--- config.mk ---
export PLATFORM = sky130hd
export DESIGN_NAME = bcd_score_accum
export DESIGN_NICKNAME = d
export VERILOG_FILES = /design/src/rtl/bcd_score_accum.sv
export SDC_FILE = /design/constraint.sdc
export NUM_CORES = 1
export LEC_CHECK = 0
export BUFFER_PORTS_ARGS = -buffer_cell sky130_fd_sc_hd__buf_2
export CORE_ASPECT_RATIO = 0.8
export CORE_UTILIZATION = 40
export CTS_CLUSTER_SIZE = 8
export DETAILED_ROUTE_END_ITERATION = 8
export GPL_TIMING_DRIVEN = 0
export SYNTH_ARGS = -nofsm -noshare
export SYNTH_HDL_FRONTEND = slang
export SYNTH_SLANG_ARGS = --single-unit
--- constraint.sdc ---
create_clock -name clk -period 2.7 [get_ports clk]
set_input_delay 0.27 -clock clk [delete_from_list [all_inputs] [get_ports clk]]
set_output_delay 0.27 -clock clk [all_outputs]
set_load 0.01 [all_outputs]
--- src/rtl/bcd_score_accum.sv ---
// Serial BCD score accumulator: adds or subtracts a packed BCD operand to/from the
// running score one digit per clock, LSD first, with optional clamp on overflow/underflow.
module bcd_score_accum #(
    parameter int DIGITS   = 4,
    parameter bit SATURATE = 1'b1
) (
    input  logic                  clk,
    input  logic                  rst,
    input  logic                  start,
    input  logic                  op,
    input  logic                  clear,
    input  logic [DIGITS*4-1:0]   operand,
    output logic [DIGITS*4-1:0]   score,
    output logic                  busy,
    output logic                  done,
    output logic                  ovf
);

    localparam int W = DIGITS * 4;
    localparam logic [3:0] LAST_IDX = 4'(DIGITS - 1);

    typedef enum logic [1:0] {
        IDLE   = 2'd0,
        RUN    = 2'd1,
        FINISH = 2'd2
    } state_t;

    state_t       state_q;
    logic [W-1:0] score_q;
    logic [W-1:0] work_q;
    logic [W-1:0] opnd_q;
    logic [3:0]   idx_q;
    logic         op_q;
    logic         cy_q;
    logic         busy_q;
    logic         done_q;
    logic         ovf_q;

    logic [W-1:0] opnd_clean_d;
    logic [W-1:0] nines_d;
    logic [4:0]   sum_d;
    logic [4:0]   dif_d;
    logic [4:0]   sum_adj_d;
    logic [4:0]   dif_adj_d;
    logic [3:0]   res_d;
    logic         cy_d;

    // Out-of-range operand digits clamp to 9 so the working value stays valid BCD.
    always_comb begin
        opnd_clean_d = '0;
        nines_d      = '0;
        for (int i = 0; i < DIGITS; i++) begin
            opnd_clean_d[i*4 +: 4] = (operand[i*4 +: 4] > 4'd9) ? 4'd9 : operand[i*4 +: 4];
            nines_d[i*4 +: 4]      = 4'd9;
        end
    end

    // Working and operand registers rotate right each RUN cycle, so digit 0 is always current.
    always_comb begin
        sum_d     = {1'b0, work_q[3:0]} + {1'b0, opnd_q[3:0]} + {4'd0, cy_q};
        dif_d     = {1'b0, work_q[3:0]} - {1'b0, opnd_q[3:0]} - {4'd0, cy_q};
        sum_adj_d = sum_d - 5'd10;
        dif_adj_d = dif_d + 5'd10;
        res_d     = sum_d[3:0];
        cy_d      = 1'b0;
        if (!op_q) begin
            if (sum_d >= 5'd10) begin
                res_d = sum_adj_d[3:0];
                cy_d  = 1'b1;
            end
        end else begin
            res_d = dif_d[3:0];
            if (dif_d[4]) begin
                res_d = dif_adj_d[3:0];
                cy_d  = 1'b1;
            end
        end
    end

    always_ff @(posedge clk) begin
        if (rst) begin
            state_q <= IDLE;
            score_q <= '0;
            work_q  <= '0;
            opnd_q  <= '0;
            idx_q   <= '0;
            op_q    <= 1'b0;
            cy_q    <= 1'b0;
            busy_q  <= 1'b0;
            done_q  <= 1'b0;
            ovf_q   <= 1'b0;
        end else if (clear) begin
            state_q <= IDLE;
            score_q <= '0;
            work_q  <= '0;
            opnd_q  <= '0;
            idx_q   <= '0;
            op_q    <= 1'b0;
            cy_q    <= 1'b0;
            busy_q  <= 1'b0;
            done_q  <= 1'b0;
            ovf_q   <= 1'b0;
        end else begin
            case (state_q)
                IDLE: begin
                    done_q <= 1'b0;
                    busy_q <= 1'b0;
                    // busy_q is still high in the done cycle, which blocks a start there.
                    if (start && !busy_q) begin
                        state_q <= RUN;
                        busy_q  <= 1'b1;
                        work_q  <= score_q;
                        opnd_q  <= opnd_clean_d;
                        op_q    <= op;
                        cy_q    <= 1'b0;
                        idx_q   <= '0;
                    end
                end
                RUN: begin
                    work_q <= {res_d, work_q[W-1:4]};
                    opnd_q <= {4'd0, opnd_q[W-1:4]};
                    cy_q   <= cy_d;
                    idx_q  <= idx_q + 4'd1;
                    if (idx_q == LAST_IDX) begin
                        state_q <= FINISH;
                    end
                end
                FINISH: begin
                    state_q <= IDLE;
                    done_q  <= 1'b1;
                    ovf_q   <= cy_q;
                    if (cy_q && SATURATE) begin
                        score_q <= op_q ? '0 : nines_d;
                    end else begin
                        score_q <= work_q;
                    end
                end
                default: begin
                    state_q <= IDLE;
                    busy_q  <= 1'b0;
                    done_q  <= 1'b0;
                end
            endcase
        end
    end

    assign score = score_q;
    assign busy  = busy_q;
    assign done  = done_q;
    assign ovf   = ovf_q;

endmodule

Word-level counts from Yosys, hierarchy flattened
Index checks and enable logic that the tools add are counted.
{ "classes": {"n_addsub": 7, "magnitude_cmp": 5, "eq_ne": 5, "muxes": 26, "n_reduce_logical": 9} }
{ "op_table": {"columns": ["operator", "count"], "rows": [
  ["$mux 16", 4],
  ["$pmux 16 s2", 2],
  ["$mux 4", 8],
  ["$gt 4x4->1 const B", 4],
  ["$pmux 4 s2", 1],
  ["$pmux 1 s2", 3],
  ["$reduce_and 2->1", 3],
  ["$add 4x4->5", 1],
  ["$add 5x1->5", 1],
  ["$ge 5x4->1 const B", 1],
  ["$mux 1", 5],
  ["$sub 4x4->5", 1],
  ["$sub 5x1->5", 1],
  ["$add 4x1->4 const B", 1],
  ["$add 4x4->4 const B", 1],
  ["$eq 4x2->1 const B", 1],
  ["$mux 2", 2],
  ["$ne 2x2->1 const B", 2],
  ["$pmux 2 s2", 1],
  ["$reduce_or 2->1", 2],
  ["$sub 4x4->4 const B", 1],
  ["$eq 2x1->1 const B", 1],
  ["$eq 2x2->1 const B", 1],
  ["$logic_not 2->1", 1],
  ["3 further kinds", 3]
]} }
{ "totals": {"ff_bits": 59, "inputBits": 21, "word_cells": 62} }

Logic depth before layout (Yosys ltp)
Gate-level depths: netlist of run 1.
{ "depth": {"word_depth": 6, "ltp_mapped": 11, "mapped_depth_nobuf": 10} }

Worst setup path before layout of run 1
No wires, ideal clock.
{ "synth_timing": {"kind": "flip-flop to flip-flop", "startpoint": "register cy_q", "endpoint": "register work_q[13]", "setup_time_ns": 0.120, "arrival_ns": 2.792, "t_required_ns": 2.580, "path_slack_ns": -0.212, "stages_incl_launch_ff": 12, "path_buffers": 2, "synth_period_minus_slack_ns": 2.912, "path_cell_list": "dfxtp_1 clkbuf_1 inv_1 clkbuf_1 fa_1 fa_1 xnor2_1 ha_1 inv_1 a2111oi_4 nor4_1 a211o_1"} }
{ "synth_via": {"elab_chain_cells": 5} }
{ "synth_rtl": {"columns": ["item", "line_no", "rtl"], "rows": [
  ["start: declaration", "34", "logic cy_q;"],
  ["start signal: assignment", "122", "cy_q <= cy_d;"],
  ["$add 5x1->5 or $sub 5x1->5 (tied branches)", "60, 61", null],
  ["$sub 4x4->4 (tied with other cells)", "62", "sum_adj_d = sum_d - 5'd10;"],
  ["$mux 4 (on tied branches)", "67, 73", null],
  ["$mux 4 *", "66", "if (!op_q) begin"],
  ["$pmux 16 s2 *", "104", "case (state_q)"],
  ["end signal: assignment", "112", "work_q <= score_q;"],
  ["end signal: assignment", "120", "work_q <= {res_d, work_q[W-1:4]};"],
  ["end: declaration", "30", "logic [W-1:0] work_q;"]
]} }
Every way passes the cells marked *; elsewhere a longest branch is shown, timed or not.
A chain may end at the register's enable or synchronous reset.

Worst setup path in the final report of run 1
{ "layout_timing": {"startpoint": "register work_q[0]", "endpoint": "register work_q[13]"} }
{ "layout_via": {"elab_chain_cells": 6} }
{ "layout_rtl": {"columns": ["item", "line_no"], "rows": [
  ["$add 4x4->5 or $sub 4x4->5 (tied branches)", "60, 61"],
  ["$add 5x1->5 or $sub 5x1->5 (tied branches)", "60, 61"],
  ["$sub 4x4->4 (tied with other cells)", "62"],
  ["$mux 4 (on tied branches)", "67, 73"],
  ["$mux 4 *", "66"],
  ["$pmux 16 s2 *", "104"]
]} }
Marked as above.

==> results.tsv, run 1 <==
stage	metric	value	unit
sta	clk_skew	6.047	ps
status	outcome	completed	
global_route	total grt overflow	0	
critical_path	critical path's largest stage delay	470	ps
critical_path	CP Data Required Time	2930	ps
pwr	sequential share of power	44.6	%
detailed_routing	vias per cell	5.545	
sta	endpoints failing setup	0	
logic_synthesis	ys async rst share	0	%
critical_path	Critical Path End	work_q[13]	
global_route	vias in the first global route	2785	
critical_path	Buf/Inv on CP	2	
critical_path	Critical Path Fanout Max	4	
critical_path	flop2flop setup slack	80	ps
die	Core Area	7910	µm²
sta	final hold viol count	0	
layout	final core utilization	49.27	%
placement	Port Buffer Count	39	
die	starting density of the core	41.17	%
die	# rows	29	
logic_synthesis	Synth area leader	dfxtp_1	
global_route	global-route usage over all layers	23.15	%
pwr	ratio of total power to cell area	522.8	nW/µm²
layout	Layout area overhead	19.67	%
detailed_routing	DRT Pass-1 Iters	7	
pwr	P_int	0.001484	W
layout	area of the multi-input gates	1914	µm²
pwr	Logic pwr share	15.3	%
detailed_routing	post-route ant nets	0	
logic_synthesis	ys flop type	dfxtp_1	
sta	period utilization	96.92	%
global_route	largest net degree at the start of global routing	11	
pwr	Psw	0.0005537	W
logic_synthesis	number of synthesized flops with an enable pin	0	
layout	design area	3897	µm²
die	Die W	102.9	µm
pwr	Max rail drop VDD	0.0003612	V
placement	Routability Congestion	0.8454	
placement	placed insts	519	
clocking	TritonCTS Sinks	59	
critical_path	r2r startpoint	work_q[0]	
layout	# diodes	0	
critical_path	CP dominant cell by count	fa_2	
critical_path	worst reg-to-reg path cell count	9	
critical_path	FF-to-FF End	work_q[13]	
detailed_routing	Iter 0 DRT Violations	208	
detailed_routing	final WL	9.014	mm
sta	Worst-Margin Slew	615.5	ps
clocking	root buffer selected by CTS	clkbuf_8	
logic_synthesis	syn nets	412	
logic_synthesis	synth warn	0	
detailed_routing	routed vias	3000	
critical_path	crit start category	flop	
logic_synthesis	most numerous cell in the Yosys netlist	dfxtp_1	
logic_synthesis	top-area cell type share of the netlist area	36.27	%
critical_path	logic depth of the worst path, buffers included	9	
logic_synthesis	Area contributors post-synth	dfxtp_1 36%, ha_1 5.8%, a21oi_1 5.2%	
critical_path	cells along the critical path	inv_1 -> fa_2 -> fa_2 -> xnor2_4 -> ha_4 -> inv_2 -> a2111oi_4 -> nor4_1 -> a211o_1	
placement	Post-Place Setup Slack	-247.4	ps
pwr	sw frac	27.17	%
hold_path	Tightest Hold Check Type	input pin to flop	
layout	Post-Layout Cell Count	541	
clocking	Worst-Skew Late Latency	340	ps
pwr	overall power	0.002037	W
critical_path	Crit path arrival time	2850	ps
logic_synthesis	Yosys cell types	61	
logic_synthesis	register area share after synthesis	36.27	%
critical_path	Worst setup EP type	flop	
layout	# fillers	798	
sta	final worst slack	83.07	ps
hold_path	number of cells on the worst hold path	3	
critical_path	Critical Path Slowest Stage Cell	fa_2	
detailed_routing	WL/cell	16.66	µm
sta	min Tclk post-route	2617	ps
sta	Peak Freq	0.3821	GHz
critical_path	delay-heaviest family, CP	adder cells	
logic_synthesis	mapped cell area	3257	µm²
clocking	CTS tree	built	
placement	placed cell areas	3633	µm²
sta	Final Max Slew Viols	0	
layout	layout cell share with drive strength beyond 1	21.25	%
die	I/O pin count	40	
layout	# nets final	469	
logic_synthesis	Seq cells post-synth	59	
logic_synthesis	syn avg cell area	8.755	µm²
pwr	clock share of power	40.1	%
clocking	CTS max path bufs	2	
logic_synthesis	Syn Inst Count	372	
logic_synthesis	Commonest cells post-synth	59 x dfxtp_1, 44 x nor2_1, 34 x a21oi_1	
job	max-cap check violation count	0	
detailed_routing	DRC Markers	0	
layout	Register Area	1184	µm²
sta	Max-slew headroom	58.96	%
critical_path	Setup CP Type	flop to flop	
placement	hpwl dp	6.541	mm
clocking	CTS buffer count	9	
global_route	initial antenna violation count	0	
clocking	clock-pin slew on the worst setup and hold paths	60	ps
die	Die Footprint	8509	µm²
clocking	H-tree levels	3	
critical_path	crit path launch	work_q[0]	
global_route	first-pass GRT wire length	14.55	mm
die	Die Ht	82.71	µm
pwr	Pleak	1.483	nW
[what timing repair did]
action,in CTS,in global routing
gates resized for setup,1,7
setup buffers,4,4
hold buffers,0,0
pin swaps,4,8
hold endpoints to repair,0,0
setup endpoints to repair,3,3
[sequential cells by signal (all words and copies together) (netlist names)]
register	flops
idx_q	4
state_q	2
opnd_q	16
ovf	1
op_q	1
busy	1
cy_q	1
score	16
work_q	16
done	1
[per-stage QoR]
step	hold WS (ps)	setup TNS, ps
2_1_floorplan	418.3	0
3_3_place_gp	444.9	-632.1
3_5_place_dp	447.3	-654.7
4_1_cts	173.4	0
5_1_grt	206.1	-4.798
6_report	187.5	0
[worst min-delay path: stages]
cell and delay, ps:
buf_2 90, a22oi_1 60, nor2_1 80
[cell families (layout without fill, tap and decap cells)]
family	count (synthesis)	after routing	synth area share (%)
AO/OA/AOI/OAI	107	107	23.01
XOR/XNOR	8	8	2.574
adder cells (fa/ha/maj)	19	19	8.221
buffers and inverters	45	106	6.262
flip-flops	59	59	36.27
multiplexers	17	17	5.378
AND/OR/NAND/NOR	117	117	18.29
[power by group through the flow]
stage / logic [W] / clock network (W) / registers, W
finish: 0.000312 / 0.000816 / 0.000909
global route: 0.000344 / 0.000867 / 0.000911
CTS: 0.000306 / 0.000830 / 0.000909
detailed placement: 0.000303 / 0 / 0.000928
global placement: 0.000299 / 0 / 0.000928
floorplan: 0.000214 / 0 / 0.000923
[cell type report]
cell class | count | area share, %
buffer | 24 | 3.499
clock inverter | 2 | 0.8989
clock buffer | 13 | 4.077
inverter | 20 | 1.926
multi-input combinational | 268 | 49.12
sequential | 59 | 30.37
timing repair buffer | 47 | 6.645
tap | 108 | 3.467
[cell usage in the layout, fill, tap and decap left out, drive strengths merged, types with 6 or more instances in the layout]
master / Yosys / layout
o21ai: 12 / 12
inv: 20 / 20
mux2i: 16 / 16
nor2b: 7 / 7
ha: 15 / 15
a21oi: 34 / 34
nand3: 7 / 7
nor3: 6 / 6
nor2: 44 / 44
clkbuf: 9 / 20
nand2b: 16 / 16
buf: 16 / 64
dfxtp: 59 / 59
a211oi: 16 / 16
a22oi: 11 / 11
o211ai: 6 / 6
nand2: 16 / 16
[per-layer routing]
| metal | share of wire [%] | wire length [µm] | track usage [%] |
|---|---|---|---|
| met5 | 0 | 0 | 0 |
| met4 | 0.52 | 47 | 5.915 |
| met3 | 5.0 | 449 | 5.303 |
| met2 | 45 | 4057 | 35.87 |
| met1 | 49 | 4460 | 32.41 |
[worst min path at each step]
stage	startpoint	end	slack, ps
6_report	operand[14]	opnd_q[14]	190
5_1_grt	operand[14]	opnd_q[14]	210
3_3_place_gp	opnd_q[10]	opnd_q[10]	440
3_5_place_dp	opnd_q[12]	opnd_q[12]	450
4_1_cts	operand[14]	opnd_q[14]	170
2_1_floorplan	operand[13]	opnd_q[13]	420
Note: power is estimated with default switching activity, not from simulation.
==> run 2: changes to the inputs <==
Settings changed: CORE_ASPECT_RATIO 0.8 to 1.1.
==> results.tsv, run 2 (synthesized netlist as in run 1, its figures left out) <==
stage	metric	value	unit
status	outcome	completed	
pwr	P_int	0.001430	W
sta	final hold viol count	0	
layout	Post-Layout Cell Count	542	
detailed_routing	vias per cell	5.371	
pwr	Logic pwr share	15.6	%
layout	# nets final	470	
pwr	ratio of total power to cell area	509.3	nW/µm²
critical_path	Critical Path Fanout Max	4	
sta	final hold slack	196.7	ps
sta	min Tclk post-route	2698	ps
global_route	first-pass GRT wire length	14.04	mm
global_route	global-route usage over all layers	21.65	%
die	# rows	34	
die	I/O pin count	40	
layout	leading cell type in the layout, fill and taps excluded	dfxtp_1	
detailed_routing	WL/cell	16.07	µm
detailed_routing	DRT Pass-1 Iters	6	
placement	Routability Congestion	0.8048	
detailed_routing	DRC Markers	0	
layout	commonest cells after routing, fill and taps aside	56 x dfxtp_1, 46 x buf_2, 44 x nor2_1	
layout	Layout area overhead	19.48	%
sta	final worst slack	2.130	ps
layout	# fillers	819	
pwr	Psw	0.0005517	W
clocking	clock-pin slew on the worst setup and hold paths	70	ps
job	max-cap check violation count	0	
critical_path	Setup CP Type	flop to flop	
layout	area of the multi-input gates	1914	µm²
die	starting density of the core	41.16	%
pwr	Pleak	1.476	nW
clocking	Worst-Skew Late Latency	340	ps
critical_path	CP Data Required Time	2930	ps
critical_path	Critical Path Slowest Stage Cell	fa_2	
hold_path	Tightest Hold Check Type	input pin to flop	
pwr	Max rail drop VDD	0.0003759	V
layout	final core utilization	49.18	%
global_route	vias in the first global route	2743	
clocking	H-tree levels	3	
die	Die Footprint	8507	µm²
detailed_routing	routed vias	2911	
clocking	root buffer selected by CTS	clkbuf_8	
clocking	CTS max path bufs	2	
global_route	largest net degree at the start of global routing	11	
sta	RSZ-0062 raised after global routing	true	
sta	Final Max Slew Viols	0	
critical_path	critical path's largest stage delay	460	ps
layout	layout cell share with drive strength beyond 1	21.89	%
die	Die W	88.04	µm
clocking	CTS tree	built	
sta	Worst-Margin Slew	611.2	ps
clocking	TritonCTS Sinks	59	
die	Die Ht	96.64	µm
placement	Post-Place Setup Slack	-261.1	ps
detailed_routing	Iter 0 DRT Violations	161	
placement	placed insts	519	
critical_path	Worst setup EP type	flop	
sta	Peak Freq	0.3707	GHz
pwr	sw frac	27.84	%
critical_path	Crit path arrival time	2930	ps
global_route	initial antenna violation count	0	
layout	design area	3891	µm²
clocking	CTS buffer count	9	
sta	Max-slew headroom	59.26	%
clocking	CTS Hold Bufs	0	
layout	Register Area	1185	µm²
detailed_routing	final WL	8.712	mm
placement	hpwl dp	6.330	mm
global_route	total grt overflow	0	
placement	Port Buffer Count	39	
die	Core Area	7913	µm²
sta	period utilization	99.92	%
critical_path	crit start category	flop	
detailed_routing	post-route ant nets	0	
pwr	clock share of power	38.6	%
sta	clk_skew	6.352	ps
placement	placed cell areas	3633	µm²
sta	endpoints failing setup	0	
layout	# diodes	0	
pwr	sequential share of power	45.8	%
critical_path	cells along the critical path	inv_2 -> buf_8 -> fa_2 -> fa_2 -> xnor2_4 -> ha_4 -> inv_2 -> a2111oi_4 -> a2111oi_2 -> a211oi_1	
-- run 2: worst max-delay path, delay by kind of cell, from the launching register on --
kind,cells,cell delay [ps]
fa+ha+maj,3,1000
compound gates,3,820
flops,1,350
xor+xnor,1,220
buf+inv,3,200
-- run 2: through the flow --
step / TNS, ps / total power, W
6_report: 0 / 0.001982
5_1_grt: -82.03 / 0.002075
4_1_cts: 0 / 0.001987
3_5_place_dp: -661.9 / 0.001229
3_3_place_gp: -609.9 / 0.001227
2_1_floorplan: 0 / 0.001138
-- run 2: final timing paths --
kind / to / cells after the start / slack (ps) / startpoint
worst max-delay path: work_q[14] / 10 / 2 / cy_q
worst min-delay path: opnd_q[14] / 3 / 200 / operand[14]
worst max register to register: work_q[14] / 10 / 2 / cy_q
worst min register to register: opnd_q[12] / 2 / 460 / opnd_q[12]
-- run 2: timing repair --
action / 4_1_cts / 5_1_grt
gates resized for setup: 1 / 7
setup endpoints to repair: 3 / 3
buffers inserted: 4 / 5
pin swaps: 6 / 7
endpoints found under the hold margin: 0 / 0
-- run 2: layer usage --
metal  part of all wire (%)  GRT usage (%)  routed length (µm)  vias to the layer above
met5                      0              0                   0                        -
met4                   0.86          6.203                  75                        0
met3                    5.3          3.669                 462                        6
met2                     47          34.76                4098                       79
met1                     47          29.67                4075                     1380
li1                       -              -                   -                     1446
-- run 2: cell type report --
class / instances / area share, %
Multi-Input combinational cell: 268 / 49.20
Sequential cell: 59 / 30.45
Timing Repair Buffer: 48 / 6.752
Buffer: 24 / 3.505
Tap cell: 108 / 3.473
Clock buffer: 10 / 3.280
Inverter: 20 / 1.929
Clock inverter: 5 / 1.415
-- run 2: power by group through the flow --
stage	Combinational (W)	Clock, W	Sequential, W
5_1_grt	0.000340	0.000825	0.000911
2_1_floorplan	0.000214	0	0.000923
6_report	0.000308	0.000765	0.000908
3_3_place_gp	0.000300	0	0.000927
4_1_cts	0.000305	0.000774	0.000908
3_5_place_dp	0.000302	0	0.000928
